[src/rtl/bus_arbiter_four.sv]
// Four-way round-robin bus arbiter with bounded hold time.
// Drives a one-hot registered grant, the 4:1 mux select and the gated shared bus.
module bus_arbiter_four #(
  parameter int WIDTH    = 8,
  parameter int MAX_HOLD = 4
) (
  input  logic             clk,
  input  logic             rst,
  input  logic [3:0]       req,
  input  logic [WIDTH-1:0] data_a,
  input  logic [WIDTH-1:0] data_b,
  input  logic [WIDTH-1:0] data_c,
  input  logic [WIDTH-1:0] data_d,
  output logic [3:0]       grant,
  output logic [1:0]       sel,
  output logic [WIDTH-1:0] bus_out,
  output logic             bus_valid
);
  localparam int HW = $clog2(MAX_HOLD + 1);

  typedef enum logic {IDLE, GRANT} state_t;

  state_t        state_q, state_d;
  logic [1:0]    owner_q, owner_d;
  logic [1:0]    last_q, last_d;
  logic [HW-1:0] hold_q, hold_d;
  logic [3:0]    grant_q, grant_d;

  // Returns {found, index}: first set bit scanning ptr+1 .. ptr+4 (mod 4).
  function automatic logic [2:0] rr_pick(input logic [3:0] r, input logic [1:0] ptr);
    logic [2:0] res;
    logic [1:0] c;
    res = 3'b000;
    for (int k = 4; k >= 1; k--) begin
      c = ptr + 2'(k);
      if (r[c]) res = {1'b1, c};
    end
    return res;
  endfunction

  logic [3:0] owner_oh, others;
  logic [2:0] pick_all, pick_oth;

  always_comb begin
    owner_oh = 4'b0001 << owner_q;
    others   = req & ~owner_oh;
    pick_all = rr_pick(req, last_q);
    pick_oth = rr_pick(others, last_q);

    state_d = state_q;
    owner_d = owner_q;
    last_d  = last_q;
    hold_d  = hold_q;

    case (state_q)
      IDLE: begin
        if (pick_all[2]) begin
          state_d = GRANT;
          owner_d = pick_all[1:0];
          last_d  = pick_all[1:0];
          hold_d  = HW'(1);
        end
      end
      GRANT: begin
        if (!req[owner_q]) begin
          // Owner released; hand straight to the next requester if one waits.
          if (pick_all[2]) begin
            owner_d = pick_all[1:0];
            last_d  = pick_all[1:0];
            hold_d  = HW'(1);
          end else begin
            state_d = IDLE;
          end
        end else if (hold_q < HW'(MAX_HOLD)) begin
          hold_d = hold_q + HW'(1);
        end else if (pick_oth[2]) begin
          owner_d = pick_oth[1:0];
          last_d  = pick_oth[1:0];
          hold_d  = HW'(1);
        end
      end
      default: state_d = IDLE;
    endcase

    grant_d = (state_d == GRANT) ? (4'b0001 << owner_d) : 4'b0000;
  end

  always_ff @(posedge clk or posedge rst) begin
    if (rst) begin
      state_q <= IDLE;
      owner_q <= 2'b00;
      last_q  <= 2'b11;
      hold_q  <= '0;
      grant_q <= 4'b0000;
    end else begin
      state_q <= state_d;
      owner_q <= owner_d;
      last_q  <= last_d;
      hold_q  <= hold_d;
      grant_q <= grant_d;
    end
  end

  assign grant     = grant_q;
  assign sel       = owner_q;
  assign bus_valid = |grant_q;

  always_comb begin
    bus_out = '0;
    if (bus_valid) begin
      case (sel)
        2'b00:   bus_out = data_a;
        2'b01:   bus_out = data_b;
        2'b10:   bus_out = data_c;
        default: bus_out = data_d;
      endcase
    end
  end
endmodule

[config.mk]
export PLATFORM = sky130hd
export DESIGN_NAME = bus_arbiter_four
export DESIGN_NICKNAME = d
export VERILOG_FILES = /design/src/rtl/bus_arbiter_four.sv
export SDC_FILE = /design/constraint.sdc
export NUM_CORES = 1
export LEC_CHECK = 0
export ABC_AREA = 0
export BUFFER_PORTS_ARGS = -buffer_cell sky130_fd_sc_hd__buf_2
export CAP_MARGIN = 30
export CORE_ASPECT_RATIO = 1.75
export CORE_MARGIN = 10
export CORE_UTILIZATION = 40
export CTS_CLUSTER_SIZE = 30
export DETAILED_ROUTE_END_ITERATION = 6
export GPL_ROUTABILITY_DRIVEN = 1
export PLACE_DENSITY = 0.71
export SYNTH_ARGS = -nofsm -noshare
export SYNTH_HDL_FRONTEND = slang
export SYNTH_SLANG_ARGS = --single-unit
[constraint.sdc]
create_clock -name clk -period 2.7 [get_ports clk]
set_clock_uncertainty 0.2 [all_clocks]
set_input_delay 0.54 -clock clk [delete_from_list [all_inputs] [get_ports clk]]
set_output_delay 0.54 -clock clk [all_outputs]
set_load 0.01 [all_outputs]
==> metrics.md <==
| Metric | Value |
|---|---|
| Clock slew at reported path FFs | `50 ps` |
| Cell Count, Final, Fillers Out | `around 210` |
| Mapped Nets | `164` |
| Chip Width | `59.9 um` |
| Synth top cells by count | `nand2_1, nor2b_1, dfrtp_1` |
| Post-synth cell types | `40` |
| Req. time, crit path | `1960 ps` |
| Number of global-route vias before repair | `1251` |
| Crit path time final | `2540 ps` |
| Cell taking the most area after synthesis | `dfrtp_1` |
| Fin crit share | `94.3%` |
| TritonCTS clock tree | `done` |
| Initial antenna violation count | `0` |
| Share of cells above drive strength 1 | `43.3%` |
| Post-CTS sizing | `0` |
| # setup viols final | `0` |
| Slowest CP cell | `mux4_2` |
| Final #Nets | `218` |
| Detail Placement HPWL | `2930 um` |
| Post-synthesis sequential area ratio | `27.2%` |
| RSZ-0062 raised after global routing | `false` |
| Area Overhead vs Synth | `31.9%` |
| Placed Cells | `about 200` |
| Post-CTS Setup Bufs | `0` |
| DRT Pass-1 Iters | `4` |
| Drt total wl | `3540 um` |
| Max VDD drop | `0.564 mV` |
| Worst-margin pin slew | `approximately 460 ps` |
| DR WL/cell | `between 15 and 20 um` |
| Hold Crit Class | `in2async` |
| Total GRT Usage | `12.6%` |
| Cell Area, Synth | `1110 um2` |
| Root buffer cell | `clkbuf_8` |
| Clock buffers created by TritonCTS | `3` |
| Grt total ovfl | `0` |
| Slew HR | `69.3%` |
| Top post-synthesis cells by area | `dfrtp_1, mux4_2, nor2b_1` |
| Clock latency on the worst-skew pair | `roughly 240 ps` |
| Largest stage delay on the critical path | `530 ps` |
| Port Buffers | `52` |
| CTS Sinks | `12` |
| Top_reg_cell synth | `dfrtp_1` |
| Area of the core | `2690 um2` |
| Initial DRC Count | `25` |
| Gpl congestion | `roughly 0.9` |
| Final slew viol count | `0` |
| Cell Pwr Density | `between 1000 and 1500 nW/um2` |
| Peak fanout along the critical path | `15` |
| H-Tree Level Count | `1` |
| Residual DRC count | `0` |
| Starting Density | `approximately two fifths` |
| Kind of critical path | `reg2out` |
| Largest net degree at the start of global routing | `16` |
| Post-synth top area share | `between 20% and 30%` |
| Die Ht | `89.8 um` |
| Most numerous cell in the Yosys netlist | `nand2_1` |
| First-pass GRT wire length | `approximately 5700 um` |
| EDFF count, synth | `0` |
| Ys Warns | `0` |
| Ant diodes | `0` |
| Worst R2R Path Depth | `7` |
| Crit start category | `register` |
| DR vias | `1210` |
| Fin. Hold Viols | `0` |
| R2R Path End | `grant[3]` |
| Maximum clock frequency | `around 390 MHz` |
| Max cap viols | `0` |
| Row Count | `25` |
| Drt via density | `5.90` |
| Ys async rst share | `100%` |
| Longest Clk Path Bufs | `2` |
| Leak | `0.705 nW` |
| I/O Pins | `53` |
| Die Area | `5370 um2` |
| Worst R2R Start | `sel[0]` |
| CP endpoint kind | `output port` |
| Post-CTS Hold Buffers | `0` |
| Crit path DAT | `~1800 ps` |
| ANT nets after route | `0` |
| CP cell instances | `buf_4 -> mux4_2 -> nor2b_1 -> buf_2` |
| Syn Inst Count | `125` |
| TNS Setup | `0 ps` |
| FF-to-FF setup slack | `just over 300 ps` |
| Hold slack | `80.9 ps` |
| Syn_area_per_cell | `between 8 and 9 um2` |
| # fillers | `between 200 and 250` |
| Status | `complete, no violations` |
| Flops & latches, synth | `12` |
## placed cells by master (no fill, tap or decap), drive strengths merged, types with 2 or more instances in the layout
| cell type | n |
|---|---|
| a211oi | 2 |
| a21oi | 4 |
| a221oi | 2 |
| and3 | 2 |
| buf | 57 |
| clkbuf | 4 |
| dfrtp | 10 |
| dfstp | 2 |
| inv | 6 |
| mux2i | 2 |
| mux4 | 8 |
| nand2 | 18 |
| nand2b | 4 |
| nor2 | 7 |
| nor2b | 14 |
| nor3 | 3 |
| o211ai | 2 |
| o21ai | 10 |
| o221ai | 3 |
## routing by layer
metal	wire length (um)	share of wire [%]	vias to the layer above	global-route usage, %
met5	0	0	-	0
met3	467	13	9	5.21
li1	-	-	570	-
met2	1790	51	54	22.0
met4	59	1.7	0	4.89
met1	1220	34	577	12.4
## worst max-delay path by stage
stage	start	endpoint	slack (ps)
floorplan	sel[0]	bus_out[0]	190
global placement	req[2]	grant[3]	160
detailed placement	req[3]	grant[3]	100
CTS	sel[0]	bus_out[0]	140
global route	sel[0]	bus_out[7]	60
finish	sel[0]	bus_out[0]	160
## report_power, final
group          total (mW)  internal, mW  switching, mW  leakage [nW]
logic                1.07         0.512          0.553         0.533
registers           0.371         0.266          0.105         0.144
clock network       0.197         0.129         0.0677        0.0288
## registers in the layout (all words and copies together) (netlist names)
signal,count
state_q,1
grant,4
hold_q,3
last_q,2
sel,2
## area by class of cell
| type | count | area (um2) | area share, % |
|---|---|---|---|
| timing repair buffer | 57 | 298 | 20.3 |
| tap | 27 | 33.8 | 2.30 |
| sequential | 12 | 303 | 20.6 |
| clock buffer | 4 | 55.1 | 3.75 |
| multi-input combinational | 99 | 756 | 51.5 |
| inverter | 6 | 22.5 | 1.53 |
## stage by stage
| step | util (%) | area, um2 | setup slack (ps) | power [mW] |
|---|---|---|---|---|
| floorplan | - | 1110 | 193 | 1.09 |
| global placement | 52.5 | 1410 | 164 | 1.41 |
| detailed placement | 52.5 | 1410 | 98.3 | 1.44 |
| CTS | 54.6 | 1470 | 145 | 1.64 |
| global route | 54.6 | 1470 | 56.0 | 1.77 |
| finish | 54.6 | 1470 | 155 | 1.63 |
## cell families (layout without fill, tap and decap cells)
group / count (synthesis) / count (layout) / share of synthesized area, %
AND/OR/NAND/NOR: 56 / 56 / 27.2
multiplexers: 10 / 10 / 18.0
flip-flops: 12 / 12 / 27.2
AO/OA/AOI/OAI: 32 / 32 / 21.6
adder cells (fa/ha/maj): 1 / 1 / 1.12
buffers and inverters: 14 / 67 / 4.84
## worst max-delay path: cells and delay by family (launching register included)
family / cells / cell delay (ps)
flip-flops: 1 / 460
buffers and inverters: 2 / 420
AND/OR/NAND/NOR: 1 / 140
multiplexers: 1 / 530
No activity file was read; power rests on OpenSTA's default activity.
